--- config.mk ---
export PLATFORM = sky130hd
export DESIGN_NAME = alu_pipe_flat
export DESIGN_NICKNAME = d
export VERILOG_FILES = /design/src/rtl/alu_pipe_pkg.sv /design/src/rtl/alu_pipe_if.sv /design/src/rtl/alu_pipe_mul.sv /design/src/rtl/alu_pipe.sv /design/src/flat_wrapper.sv
export SDC_FILE = /design/constraint.sdc
export NUM_CORES = 1
export LEC_CHECK = 0
export ABC_CLOCK_PERIOD_IN_PS = 8400
export CORE_UTILIZATION = 62
export DETAILED_ROUTE_END_ITERATION = 10
export PLACE_DENSITY_LB_ADDON = 0.15
export SYNTH_ARGS = -nofsm -noshare
export SYNTH_HDL_FRONTEND = slang
export SYNTH_SLANG_ARGS = --single-unit
--- constraint.sdc ---
create_clock -name clock -period 8.4 [get_ports clock]
set_input_delay 1.68 -clock clock [delete_from_list [all_inputs] [get_ports clock]]
set_output_delay 1.68 -clock clock [all_outputs]
set_load 0.1 [all_outputs]
--- src/rtl/alu_pipe_pkg.sv ---
// alu_pipe_pkg: shared types for the handshaked signed ALU.
//   opcode_e : 3-bit operation select; all eight codes are defined
//   state_e  : control FSM states (idle / iterative multiply running)
package alu_pipe_pkg;

  typedef enum logic [2:0] {
    OP_ADD = 3'b000,
    OP_SUB = 3'b001,
    OP_NOT = 3'b010,
    OP_ROR = 3'b011,
    OP_AND = 3'b100,
    OP_OR  = 3'b101,
    OP_XOR = 3'b110,
    OP_MUL = 3'b111
  } opcode_e;

  typedef enum logic {
    ST_IDLE = 1'b0,
    ST_MUL  = 1'b1
  } state_e;

endpackage

--- src/rtl/alu_pipe_if.sv ---
// alu_pipe_if: operand and result channels of alu_pipe, both valid/ready.
//   in_valid/in_ready   : operand bundle handshake (A, B, opcode)
//   out_valid/out_ready : result handshake (C, flag_z, flag_n, flag_v)
//   master modport      : producer/consumer side
//   slave modport       : the ALU itself
interface alu_pipe_if #(
  parameter int WIDTH = 4
);
  localparam int OUT_W = 2 * WIDTH;

  logic             in_valid;
  logic             in_ready;
  logic [WIDTH-1:0] A;
  logic [WIDTH-1:0] B;
  logic [2:0]       opcode;
  logic             out_valid;
  logic             out_ready;
  logic [OUT_W-1:0] C;
  logic             flag_z;
  logic             flag_n;
  logic             flag_v;

  modport master (
    output in_valid, A, B, opcode, out_ready,
    input  in_ready, out_valid, C, flag_z, flag_n, flag_v
  );

  modport slave (
    input  in_valid, A, B, opcode, out_ready,
    output in_ready, out_valid, C, flag_z, flag_n, flag_v
  );

endinterface

--- src/rtl/alu_pipe_mul.sv ---
// alu_pipe_mul: iterative signed multiplier, one shift-add step per cycle.
//   clock, reset : rising-edge clock, synchronous active-high reset
//   start        : latch a/b and begin a new product
//   a, b         : WIDTH-bit signed operands
//   done         : high in the cycle whose closing edge completes the product
//   product      : 2*WIDTH-bit signed product, valid while done is high
module alu_pipe_mul #(
  parameter int WIDTH = 4
) (
  input  logic                 clock,
  input  logic                 reset,
  input  logic                 start,
  input  logic [WIDTH-1:0]     a,
  input  logic [WIDTH-1:0]     b,
  output logic                 done,
  output logic [2*WIDTH-1:0]   product
);

  localparam int OUT_W = 2 * WIDTH;
  localparam int CNT_W = $clog2(WIDTH);

  logic             busy;
  logic [CNT_W-1:0] count;
  logic [OUT_W-1:0] acc;
  logic [OUT_W-1:0] mcand;
  logic [WIDTH-1:0] mplier;
  logic             neg;
  logic [WIDTH-1:0] a_mag;
  logic [WIDTH-1:0] b_mag;
  logic [OUT_W-1:0] acc_next;

  // Magnitudes are held unsigned, so |-2^(WIDTH-1)| = 2^(WIDTH-1) still fits.
  // The final step's sum is exposed combinationally so the top can register
  // the product on the WIDTH-th edge after start.
  always_comb begin
    a_mag    = a[WIDTH-1] ? -a : a;
    b_mag    = b[WIDTH-1] ? -b : b;
    acc_next = mplier[0] ? acc + mcand : acc;
    done     = busy && (count == CNT_W'(WIDTH - 1));
    product  = neg ? -acc_next : acc_next;
  end

  always_ff @(posedge clock) begin
    if (reset) begin
      busy   <= 1'b0;
      count  <= '0;
      acc    <= '0;
      mcand  <= '0;
      mplier <= '0;
      neg    <= 1'b0;
    end else if (start) begin
      busy   <= 1'b1;
      count  <= '0;
      acc    <= '0;
      mcand  <= {{WIDTH{1'b0}}, a_mag};
      mplier <= b_mag;
      neg    <= a[WIDTH-1] ^ b[WIDTH-1];
    end else if (busy) begin
      acc    <= acc_next;
      mcand  <= mcand << 1;
      mplier <= mplier >> 1;
      count  <= count + CNT_W'(1);
      if (done) begin
        busy <= 1'b0;
      end
    end
  end

endmodule

--- src/rtl/alu_pipe.sv ---
// alu_pipe: handshaked signed ALU with a single-entry registered result.
//   clock, reset : rising-edge clock, synchronous active-high reset
//   bus (slave)  : in_valid/in_ready with A, B, opcode;
//                  out_valid/out_ready with C (2*WIDTH signed) and
//                  flag_z (C==0), flag_n (sign of C), flag_v (C outside
//                  the WIDTH-bit signed range)
// Single-cycle opcodes produce a result one edge after acceptance; MUL runs
// WIDTH cycles in alu_pipe_mul while in_ready is held low.
module alu_pipe
  import alu_pipe_pkg::*;
#(
  parameter int WIDTH = 4
) (
  input  logic       clock,
  input  logic       reset,
  alu_pipe_if.slave  bus
);

  localparam int OUT_W = 2 * WIDTH;

  state_e           state;
  state_e           state_next;
  opcode_e          op;
  logic             in_ready;
  logic             accept;
  logic             mul_start;
  logic             mul_done;
  logic [OUT_W-1:0] mul_product;
  logic [OUT_W-1:0] a_ext;
  logic [OUT_W-1:0] b_ext;
  logic [OUT_W-1:0] alu_result;
  logic [OUT_W-1:0] wr_result;
  logic             wr_en;
  logic             wr_arith;
  logic             wr_v;
  logic             out_valid_q;
  logic [OUT_W-1:0] c_q;
  logic             z_q;
  logic             n_q;
  logic             v_q;

  assign op = opcode_e'(bus.opcode);

  always_ff @(posedge clock) begin
    if (reset) begin
      state <= ST_IDLE;
    end else begin
      state <= state_next;
    end
  end

  always_comb begin
    state_next = state;
    case (state)
      ST_IDLE: if (accept && op == OP_MUL) state_next = ST_MUL;
      ST_MUL:  if (mul_done) state_next = ST_IDLE;
      default: state_next = ST_IDLE;
    endcase
  end

  // in_ready never looks at in_valid, so the producer may wait on it freely.
  // A MUL can only start when the output slot is free by the accept edge,
  // which guarantees its completion never has to stall.
  always_comb begin
    in_ready  = (state == ST_IDLE) && (!out_valid_q || bus.out_ready);
    accept    = bus.in_valid && in_ready;
    mul_start = accept && (op == OP_MUL);
  end

  alu_pipe_mul #(.WIDTH(WIDTH)) u_mul (
    .clock   (clock),
    .reset   (reset),
    .start   (mul_start),
    .a       (bus.A),
    .b       (bus.B),
    .done    (mul_done),
    .product (mul_product)
  );

  // Operands are sign-extended to OUT_W first so ADD/SUB are exact.
  always_comb begin
    a_ext = {{WIDTH{bus.A[WIDTH-1]}}, bus.A};
    b_ext = {{WIDTH{bus.B[WIDTH-1]}}, bus.B};
    case (op)
      OP_ADD:  alu_result = a_ext + b_ext;
      OP_SUB:  alu_result = a_ext - b_ext;
      OP_NOT:  alu_result = ~a_ext;
      OP_ROR:  alu_result = {{(OUT_W-1){1'b0}}, |bus.B};
      OP_AND:  alu_result = a_ext & b_ext;
      OP_OR:   alu_result = a_ext | b_ext;
      OP_XOR:  alu_result = a_ext ^ b_ext;
      default: alu_result = '0;
    endcase
  end

  // A result fits WIDTH signed bits exactly when its top WIDTH+1 bits agree.
  // Logic opcodes never raise overflow.
  always_comb begin
    wr_en     = (accept && op != OP_MUL) || mul_done;
    wr_result = mul_done ? mul_product : alu_result;
    wr_arith  = mul_done || op == OP_ADD || op == OP_SUB;
    wr_v      = wr_arith && !(&wr_result[OUT_W-1:WIDTH-1] || ~|wr_result[OUT_W-1:WIDTH-1]);
  end

  // A freshly written result wins over the consumer clearing the slot.
  always_ff @(posedge clock) begin
    if (reset) begin
      out_valid_q <= 1'b0;
      c_q         <= '0;
      z_q         <= 1'b0;
      n_q         <= 1'b0;
      v_q         <= 1'b0;
    end else if (wr_en) begin
      out_valid_q <= 1'b1;
      c_q         <= wr_result;
      z_q         <= (wr_result == '0);
      n_q         <= wr_result[OUT_W-1];
      v_q         <= wr_v;
    end else if (out_valid_q && bus.out_ready) begin
      out_valid_q <= 1'b0;
    end
  end

  assign bus.in_ready  = in_ready;
  assign bus.out_valid = out_valid_q;
  assign bus.C         = c_q;
  assign bus.flag_z    = z_q;
  assign bus.flag_n    = n_q;
  assign bus.flag_v    = v_q;

endmodule

--- src/flat_wrapper.sv ---
// flat-port wrapper written by rule: the top's interface ports become plain ports
module alu_pipe_flat import alu_pipe_pkg::*;
#(
  parameter int WIDTH = 4
)
  (clock, reset, bus_in_valid, bus_A, bus_B, bus_opcode, bus_out_ready, bus_in_ready, bus_out_valid, bus_C, bus_flag_z, bus_flag_n, bus_flag_v);
  alu_pipe_if #(.WIDTH(WIDTH)) bus_i ();
  input  logic clock;
  input  logic reset;
  input wire logic [$bits(bus_i.in_valid)-1:0] bus_in_valid;
  input wire logic [$bits(bus_i.A)-1:0] bus_A;
  input wire logic [$bits(bus_i.B)-1:0] bus_B;
  input wire logic [$bits(bus_i.opcode)-1:0] bus_opcode;
  input wire logic [$bits(bus_i.out_ready)-1:0] bus_out_ready;
  output wire logic [$bits(bus_i.in_ready)-1:0] bus_in_ready;
  output wire logic [$bits(bus_i.out_valid)-1:0] bus_out_valid;
  output wire logic [$bits(bus_i.C)-1:0] bus_C;
  output wire logic [$bits(bus_i.flag_z)-1:0] bus_flag_z;
  output wire logic [$bits(bus_i.flag_n)-1:0] bus_flag_n;
  output wire logic [$bits(bus_i.flag_v)-1:0] bus_flag_v;
  assign bus_i.in_valid = bus_in_valid;
  assign bus_i.A = bus_A;
  assign bus_i.B = bus_B;
  assign bus_i.opcode = bus_opcode;
  assign bus_i.out_ready = bus_out_ready;
  assign bus_in_ready = bus_i.in_ready;
  assign bus_out_valid = bus_i.out_valid;
  assign bus_C = bus_i.C;
  assign bus_flag_z = bus_i.flag_z;
  assign bus_flag_n = bus_i.flag_n;
  assign bus_flag_v = bus_i.flag_v;
  alu_pipe #(.WIDTH(WIDTH)) u_core (.clock(clock), .reset(reset), .bus(bus_i));
endmodule
==> out/metrics.csv <==
stage,metric,value,unit
grt,first_global_vias,2334,
critical_path,endpoint_kind,output port,
critical_path,worst-path-buf-inv,3,
power,internal-power,313,uW
finish,final_nets,407,
drt,drt_iter0_drc,225,
drt,finalWirelength,6060,um
critical_path,cp_top_family,buffers and inverters,
finish,final_core_util,0.732,
timing,setup_viol_count_final,0,
timing,fin_skew,0.00842,ns
die,dieArea,4820,um2
synth,synth.area.top_cells,"dfxtp_1 (26%), ha_1 (11%), mux2i_1 (6.4%)",
synth,avgSynthCellArea,8.11,um2
power,switching_share,0.338,
worst_hold_path,min_from,u_core.state,
synth,ys_warn_count,0,
critical_path,cp.depth,4,
clocking,ctsLongestPathBuffers,2,
timing,slew_headroom,0.320,
critical_path,path_cells,clkdlybuf4s50_1 > inv_1 > a21oi_1 > clkdlybuf4s50_1,
power,seq_power_share,0.390,
power,p_per_area,148,nW/um2
die,start_util,0.648,
job,drv_cap,0,
clocking,cts_hold_buf,0,
critical_path,arrival,3.55,ns
power,switching_power,160,uW
placement,gp_congestion,0.921,
synth,synthCells,348,
die,fp.dieH,69.5,um
timing,timing.setup.tns,0,ns
die,die_width,69.5,um
outcome,status,"finished, final reports clean",
critical_path,startpoint,bus_out_ready,
grt,grt_max_degree,26,
placement,place.detailed.hpwl,4570,um
drt,drc,0,
power,clkPwrFrac,0.316,
drt,ant_nets,0,
synth,synth_top_area_share,0.255,
critical_path,cp.required,6.72,ns
critical_path,crit_top_cell,clkdlybuf4s50_1,
synth,yosysTopAreaCell,dfxtp_1,
timing,rsz0062_at_grt,false,
critical_path,critPathMaxStageDelay,1.17,ns
synth,synth.distinct_cells,56,
clocking,tritoncts,built,
grt,overflow,0,
clocking,cts_max_level,2,
critical_path,rr_worst_depth,14,
timing,tightest_slew,1.01,ns
die,rows,24,
timing,hold_viol,0,
finish,syn_to_final_growth,13.0,%
critical_path,r2r_slack,4.70,ns
critical_path,critPathLaunchType,input port,
grt,grt.total_usage,0.268,
synth,syn_nets,389,
worst_hold_path,min_path_type,reg -> reg,
power,ir_drop,0.111,mV
placement,portBuffers,27,
die,pin_count,28,
worst_hold_path,hold_depth,2,
synth,synth_edf_count,0,
drt,wl_per_cell,14.5,um
critical_path,critPathKind,in -> out,
synth,ys_seq_elements,36,
clocking,post_cts_resized,0,
drt,dr.pass1.iters,4,
clocking,clk_latency,0.28,ns
timing,max_freq,0.191,GHz
timing,min_period,5.23,ns
placement,dpl_cell_area,3080,um2
timing,whs,0.464,ns
timing,finalMaxSlewViolations,0,
finish,antennaDiodeCount,0,
drt,route.vias.total,2547,
grt,antenna_found_initial,0,
clocking,numCtsBuffers,5,
timing,timing.final.ws_setup,3.17,ns
timing,period_share,0.622,
finish,drive_gt1_frac,0.0518,
clocking,root_buffer,clkbuf_8,
synth,syn-cell-area,2820,um2
synth,ys_seq_area_frac,0.255,
power,p_leak,0.00129,uW
grt,grt_pass1_wl,10600,um
clocking,clk_pin_slew,0.07,ns
drt,vias_per_cell,6.08,
placement,post-place-ws,2.98,ns
clocking,cts.sinks,36,
critical_path,crit_slowest_cell,clkdlybuf4s50_1,
power,pwr-share-comb,0.294,
critical_path,crit_fanout,3,
synth,async_flop_share,0,
finish,stdcell_area,3190,um2
critical_path,reg2reg_from,u_core.u_mul.mcand[0],
synth,synth_flop_cell,dfxtp_1,
die,core_area,4350,um2
clocking,post-cts-setup-buffers,0,
-- area by class of cell --
type                       count  area, um2
tap                           52       65.1
sequential                    36        721
timing repair buffer          28        278
multi-input combinational    274       1940
clock inverter                 2       35.0
inverter                      21       81.3
clock buffer                   6       72.6
fill                         353       1160
-- kinds of logic (layout without fill, tap and decap cells) --
group | count (synthesis) | after routing | synth area share
flip-flops | 36 | 36 | 0.255
AO/OA/AOI/OAI | 95 | 95 | 0.228
multiplexers | 23 | 23 | 0.0847
adder cells (fa/ha/maj) | 26 | 26 | 0.121
AND/OR/NAND/NOR | 112 | 112 | 0.197
XOR/XNOR | 18 | 18 | 0.0559
buffers and inverters | 38 | 57 | 0.0581
-- synth_stat cells, types with 6 or more instances --
master	n
clkbuf_1	12
o21ai_0	22
dfxtp_1	36
a31oi_1	6
inv_1	20
a21oi_1	17
ha_1	24
xnor2_1	11
nor2_1	44
a211oi_1	19
nor2b_1	7
xor2_1	7
nand2_1	24
mux2i_1	18
and2_1	7
-- worst min-delay path: cells and delay by family (launching register included) --
family / cells / cell delay [ns]
and+or+nand+nor: 1 / 0.05
DFF: 1 / 0.32
AOI/OAI and AO/OA: 1 / 0.05
-- per-stage QoR --
stage | power [uW] | std cells
floorplan | 294 | 348
global placement | 324 | 411
detailed placement | 326 | 411
CTS | 474 | 419
global route | 494 | 419
finish | 473 | 419
-- power groups by stage --
stage               clock network [uW]  logic [uW]  registers [uW]
global placement                     0         136             188
detailed placement                   0         138             188
floorplan                            0        74.4             219
finish                             149         139             184
CTS                                150         139             184
global route                       158         151             185
-- sequential cells by signal, summed over array words and instances, names as in the netlist, 2 cells and up --
| signal | count |
|---|---|
| u_core.u_mul.mcand | 8 |
| u_core.u_mul.mplier | 4 |
| u_core.u_mul.acc | 8 |
| u_core.bus.C | 7 |
| u_core.u_mul.count | 2 |
-- worst paths after layout --
path	endpoint
max	bus_in_ready
min	u_core.state
min reg2reg	u_core.state
max reg2reg	u_core.bus.flag_v
-- placed cells by master, fill, tap and decap left out, drive strengths merged, types with 6 or more instances in the layout --
master         instances
mux2i                 19
nor2                  44
o21ai                 24
a211oi                19
nor2b                  7
nor3                   7
dfxtp                 36
ha                    24
xnor2                 11
and2                   7
clkbuf                 6
nand2                 24
a31oi                  6
xor2                   7
a21oi                 17
inv                   21
clkdlybuf4s50         27
-- metal layers --
metal / routed length, um / GRT usage / part of all wire / vias up
met2: 2820 / 0.421 / 0.47 / 55
met4: 59 / 0.0771 / 0.0097 / 0
met1: 2930 / 0.377 / 0.48 / 1197
met5: 0 / 0 / 0 / -
met3: 249 / 0.0480 / 0.041 / 6
li1: - / - / - / 1289
Power figures use the tool's default switching activity.
==> variant 1: new RTL, config.mk and constraints unchanged <==
Reset style: asynchronous (`reset`), changed in 3 clocked blocks. Comments in the files are not updated.
--- a/src/rtl/alu_pipe_mul.sv
+++ b/src/rtl/alu_pipe_mul.sv
@@ -41,5 +41,5 @@
   end
 
-  always_ff @(posedge clock) begin
+  always_ff @(posedge clock or posedge reset) begin
     if (reset) begin
       busy   <= 1'b0;
--- a/src/rtl/alu_pipe.sv
+++ b/src/rtl/alu_pipe.sv
@@ -42,5 +42,5 @@
   assign op = opcode_e'(bus.opcode);
 
-  always_ff @(posedge clock) begin
+  always_ff @(posedge clock or posedge reset) begin
     if (reset) begin
       state <= ST_IDLE;
@@ -104,5 +104,5 @@
 
   // A freshly written result wins over the consumer clearing the slot.
-  always_ff @(posedge clock) begin
+  always_ff @(posedge clock or posedge reset) begin
     if (reset) begin
       out_valid_q <= 1'b0;
Check against the original RTL: differs if reset is asserted again (counterexample within 4 cycles, from zero or initial values and one cycle with reset high); with reset held inactive, the same outputs for 10 cycles.
==> variant 1 against the original RTL <==
  * Setup slack worse by 110 ps
  * Wire length is 0.73% higher
  * First-iteration DRC count is 37% lower
  * Area after synthesis is 0.75% higher
  * Non-clock buffer count is 1 higher
  * Maximum frequency is 2.1% lower
  * Sequential cell count stayed put
  * Final area is 0.27% higher
Power is not compared: it rests on default switching activity, and its combinational part moved more than twofold at a synthesized area within 25%.
==> variant 1: results (changes against the original RTL) <==
metric;value;unit;change
Iteration-0 DRC Markers;141;;was 225
clock buffer depth;2;;unchanged
CTS H-tree lvls;2;;unchanged
placed inst area;3120;um2;was 3080 um2
DP HPWL;4360;um;was 4570 um
worst-margin pin slew;1020;ps;was 1010 ps
Post-Syn Nets;362;;was 389
sequential area share after synthesis;31.7;%;was 25.5%
Syn. warnings;0;;unchanged
PortBufs;27;;unchanged
NumNets Final;381;;was 407
CTS buffer count;5;;unchanged
Synth top cells by count;37 x nor2_1, 36 x dfrtp_1, 29 x nand2_1;;was 44 x nor2_1, 36 x dfxtp_1, 24 x ha_1, 24 x nand2_1, 22 x o21ai_0
total number of vias;2350;;was 2547
Layout fillers;356;;was 353
Most used DFF post-synth;dfrtp_1;;was dfxtp_1
post-CTS setup buffer count;0;;unchanged
crit path DAT;3660;ps;was 3550 ps
share of layout cells above drive strength 1;6.76;%;was 5.18%
peak supply drop;0.231;mV;
RePlAce Congestion;0.815;;was 0.921
Overall Global Routing Usage;26.6;%;was 26.8%
status;finished clean;;unchanged
worst-path maximum fanout;4;;was 3
TNS Setup;0;ps;unchanged
Antenna diodes;0;;unchanged
skew final;13.3;ps;was 8.42 ps
Synth area leaders;dfrtp_1 32%, ha_1 11%, mux2i_1 6.3%, nor2_1 4.9%, nand2_1 3.8%;;was dfxtp_1 26%, ha_1 11%, mux2i_1 6.4%, nor2_1 5.9%, a211oi_1 5.1%
Clk Latency, worst-skew pair;290;ps;
CTS root buffer;clkbuf_8;;unchanged
first-pass GRT wire length;10300;um;was 10600 um
Post-synth EDFFs;0;;unchanged
vias in the first global route;2236;;was 2334
maximum number of pins on one net before global-route repair;37;;was 26
Net Switching;0.672;mW;
share of flip-flops with an asynchronous set or reset;100;%;was 0%
wire length per cell;15.6;um;was 14.5 um
variant 1: metal layers:
metal / track usage [%] / vias up / part of all wire (%)
met2: 42.7 / 53 / 47
li1: - / 1168 / -
met4: 13.1 / 0 / 2.9
met3: 4.94 / 21 / 3.3
met1: 34.4 / 1108 / 46
met5: 0 / - / 0
variant 1: worst max-delay path, stage by stage:
cell and delay [ps]:
clkdlybuf4s50_1 450, inv_1 50, a21oi_1 280, clkdlybuf4s50_1 1190
variant 1: area by class of cell:
class	instances	area [um2]	area share [%]
clock buffers	6	72.6	2.27
clock inverters	1	5.00	0.156
inverters	18	67.6	2.11
multi-input cells	250	1800	56.3
flip-flops and latches	36	901	28.2
well taps	52	65.1	2.03
repair buffers	29	285	8.92
variant 1: worst paths after layout:
check	start	endpoint	slack, ps	depth (start not counted)
worst max-delay path	bus_out_ready	bus_in_ready	3060	4
worst min-delay path	u_core.bus.C[4]	u_core.bus.C[4]	490	2
worst max register to register	u_core.u_mul.acc[0]	u_core.bus.flag_v	5080	11
worst min register to register	u_core.bus.C[4]	u_core.bus.C[4]	490	2
max in group asynchronous	reset	u_core.u_mul.acc[0]	6240	3
min in group asynchronous	reset	u_core.u_mul.acc[7]	1810	3
variant 1: per-stage QoR:
step                      util (%)  std cells  hold WS (ps)  setup slack, ps
after floorplan                  -        321           451             3420
after global placement        71.2        385           465             3110
after detailed placement      71.2        385           478             3060
after CTS                     72.9        392           493             3060
after global routing          72.9        392           507             2990
final                         72.9        392           488             3060
variant 1: power groups by stage:
stage / Sequential, mW / Combinational (mW) / Clock (mW)
6_report: 0.341 / 0.807 / 0.119
5_1_grt: 0.353 / 0.870 / 0.126
4_1_cts: 0.341 / 0.805 / 0.119
3_5_place_dp: 0.344 / 0.798 / 0
3_3_place_gp: 0.340 / 0.781 / 0
2_1_floorplan: 0.463 / 0.516 / 0
variant 1: cells by family (layout without fill, tap and decap cells):
group | Yosys count | count (layout) | share of synthesized area (%)
buffers and inverters | 35 | 54 | 5.02
xor gates and xnor gates | 18 | 18 | 6.07
AOI/OAI and AO/OA | 82 | 82 | 19.6
muxes | 23 | 23 | 8.41
adders and majority gates | 26 | 26 | 12.0
DFF | 36 | 36 | 31.7
and+or+nand+nor | 101 | 101 | 17.3
==> variant 2: new RTL, config.mk and constraints unchanged <==
Without the edit above. `WIDTH` is set to 4 in 4 places; all go to 16.
--- a/src/rtl/alu_pipe_if.sv
+++ b/src/rtl/alu_pipe_if.sv
@@ -5,5 +5,5 @@
 //   slave modport       : the ALU itself
 interface alu_pipe_if #(
-  parameter int WIDTH = 4
+  parameter int WIDTH = 16
 );
   localparam int OUT_W = 2 * WIDTH;
--- a/src/rtl/alu_pipe_mul.sv
+++ b/src/rtl/alu_pipe_mul.sv
@@ -6,5 +6,5 @@
 //   product      : 2*WIDTH-bit signed product, valid while done is high
 module alu_pipe_mul #(
-  parameter int WIDTH = 4
+  parameter int WIDTH = 16
 ) (
   input  logic                 clock,
--- a/src/rtl/alu_pipe.sv
+++ b/src/rtl/alu_pipe.sv
@@ -10,5 +10,5 @@
   import alu_pipe_pkg::*;
 #(
-  parameter int WIDTH = 4
+  parameter int WIDTH = 16
 ) (
   input  logic       clock,
--- a/src/flat_wrapper.sv
+++ b/src/flat_wrapper.sv
@@ -2,5 +2,5 @@
 module alu_pipe_flat import alu_pipe_pkg::*;
 #(
-  parameter int WIDTH = 4
+  parameter int WIDTH = 16
 )
   (clock, reset, bus_in_valid, bus_A, bus_B, bus_opcode, bus_out_ready, bus_in_ready, bus_out_valid, bus_C, bus_flag_z, bus_flag_n, bus_flag_v);
Ports: changed (resized bus_A, bus_B and bus_C); port bits go from 28 to 76. The function was not compared with the original's and may differ.
==> variant 2 against the original RTL <==
  * Final area rose to 3.9 times the old value
  * Maximum frequency decreased by 20%
  * Clock skew is 0.86 ps lower
  * Setup slack got worse by 1300 ps
  * Wire length increased to 5.4 times the old value
  * Worst hold slack better by 28 ps
  * Sequential cell count is 86 higher
  * Area after synthesis increased to 3.9 times the old value
  * Global-route usage increased by 9.6 points
  * Power grew to 4.2 times the old value
  * Register-to-register slack worse by 1300 ps
  * Synthesized cell count rose to 4.1 times the old value
  * Largest cell class unchanged
==> variant 2: results (changes against the original RTL) <==
metric;value;unit;change
CP Capture Type;flip-flop;;was primary output
CTS buffer count;17;;was 5
CP top delay family;compound AO/OA/AOI/OAI gates;;was buffers and inverters
total number of vias;11100;;was 2547
first-pass GRT wire length;52900;um;was 10600 um
Synth area leaders;dfxtp_1 22%, ha_1 9.5%, mux2i_1 7.2%, xnor2_1 6.1%, nor2_1 6.0%;;was dfxtp_1 26%, ha_1 11%, mux2i_1 6.4%, nor2_1 5.9%, a211oi_1 5.1%
peak supply drop;0.138;mV;was 0.111 mV
DRT Pass-1 Iters;6;;was 4
DP HPWL;23900;um;was 4570 um
skew final;7.56;ps;was 8.42 ps
status;finished clean;;unchanged
worst setup path end;u_core.bus.flag_z;;was bus_in_ready
grt met2 use;55.4;%;was 42.1%
Worst setup startpoint;bus_opcode[1];;was bus_out_ready
GR Util met3;6.96;%;was 4.80%
sequential area share after synthesis;22.0;%;was 25.5%
wire length per cell;19.4;um;was 14.5 um
Synth top area share;22.0;%;was 25.5%
clk slew on worst S/H paths;50;ps;was 70 ps
worst-path maximum fanout;30;;was 3
share of layout cells above drive strength 1;6.27;%;was 5.18%
CTS root buffer;clkbuf_16;;was clkbuf_8
crit path DAT;6930;ps;was 3550 ps
Worst R2R Start;u_core.u_mul.acc[0];;was u_core.u_mul.mcand[0]
PortBufs;75;;was 27
NumNets Final;1564;;was 407
Leak;4.77;nW;was 1.29 nW
library cells used by synthesis;91;;was 56
Clk Latency, worst-skew pair;430;ps;was 280 ps
FF-to-FF setup slack;3430;ps;was 4700 ps
CP peak stage delay;500;ps;was 1170 ps
maximum number of pins on one net before global-route repair;79;;was 26
Iteration-0 DRC Markers;1192;;was 225
Slowest cell on crit path;nand2_1;;was clkdlybuf4s50_1
RePlAce Congestion;0.990;;was 0.921
Reg2Reg Depth;15;;was 14
Slew headroom;23.3;%;was 32.0%
-- variant 2: changes by cell type in the layout (fill, tap and decap cells not counted), moves of 60 or more --
cell,before,now
mux2i_1,18,80
xnor2_1,11,77
ha_1,24,84
nor2_1,44,177
nand2_1,24,113
a21oi_1,17,81
dfxtp_1,36,120
-- variant 2: through the flow --
| stage | instances | worst slack, ps | cell area (um2) | power, mW |
|---|---|---|---|---|
| global placement | 1645 | 1720 | 11800 | 1.21 |
| detailed placement | 1645 | 1530 | 11800 | 1.21 |
| CTS | 1677 | 1950 | 12400 | 1.98 |
| finish | 1677 | 1830 | 12400 | 1.99 |
| global route | 1677 | 1250 | 12400 | 2.06 |
| floorplan | 1428 | 2880 | 11100 | 1.07 |
-- variant 2: cell type report --
type,instances,area [um2]
well taps,225,282
clock buffers,19,443
multi-input cells,1155,8060
inverters,54,203
fillers,1420,4910
clock inverters,13,166
flip-flops and latches,122,2450
repair buffers,89,851
-- variant 2: worst min-delay path: cells and delay by family, from the launching register on --
family	cells	cell delay [ps]
compound gates	1	50
flops	1	330
simple gates	1	60
-- variant 2: cells by family (layout without fill, tap and decap cells) --
logic type                 Yosys count  count (layout)  synth area share [%]
AOI/OAI and AO/OA                  408             408                  26.4
xor gates and xnor gates            92              92                  7.26
adders and majority gates           86              86                  9.83
buffers and inverters              151             175                  5.57
DFF                                122             122                  22.0
muxes                               83              83                  7.56
and+or+nand+nor                    486             486                  21.4
-- variant 2: per-layer routing --
metal	part of all wire (%)	wire [um]
met5	0	0
met4	2.4	771
met3	8.7	2830
met2	44	14300
met1	45	14600
-- variant 2: worst min-delay path by stage --
stage | cells past startpoint | slack (ps) | to | start
after floorplan | 2 | 440 | u_core.state | u_core.state
after global placement | 2 | 480 | u_core.u_mul.mplier[15] | u_core.u_mul.mplier[15]
after detailed placement | 2 | 470 | u_core.bus.flag_v | u_core.bus.flag_v
after CTS | 2 | 480 | u_core.bus.flag_v | u_core.bus.flag_v
after global routing | 2 | 510 | u_core.u_mul.acc[5] | u_core.u_mul.acc[5]
final | 2 | 490 | u_core.bus.flag_v | u_core.bus.flag_v
-- variant 2: power breakdown --
| part | switching (mW) | internal (mW) |
|---|---|---|
| combinational | 0.389 | 0.197 |
| sequential | 0.0230 | 0.606 |
| clock | 0.294 | 0.477 |
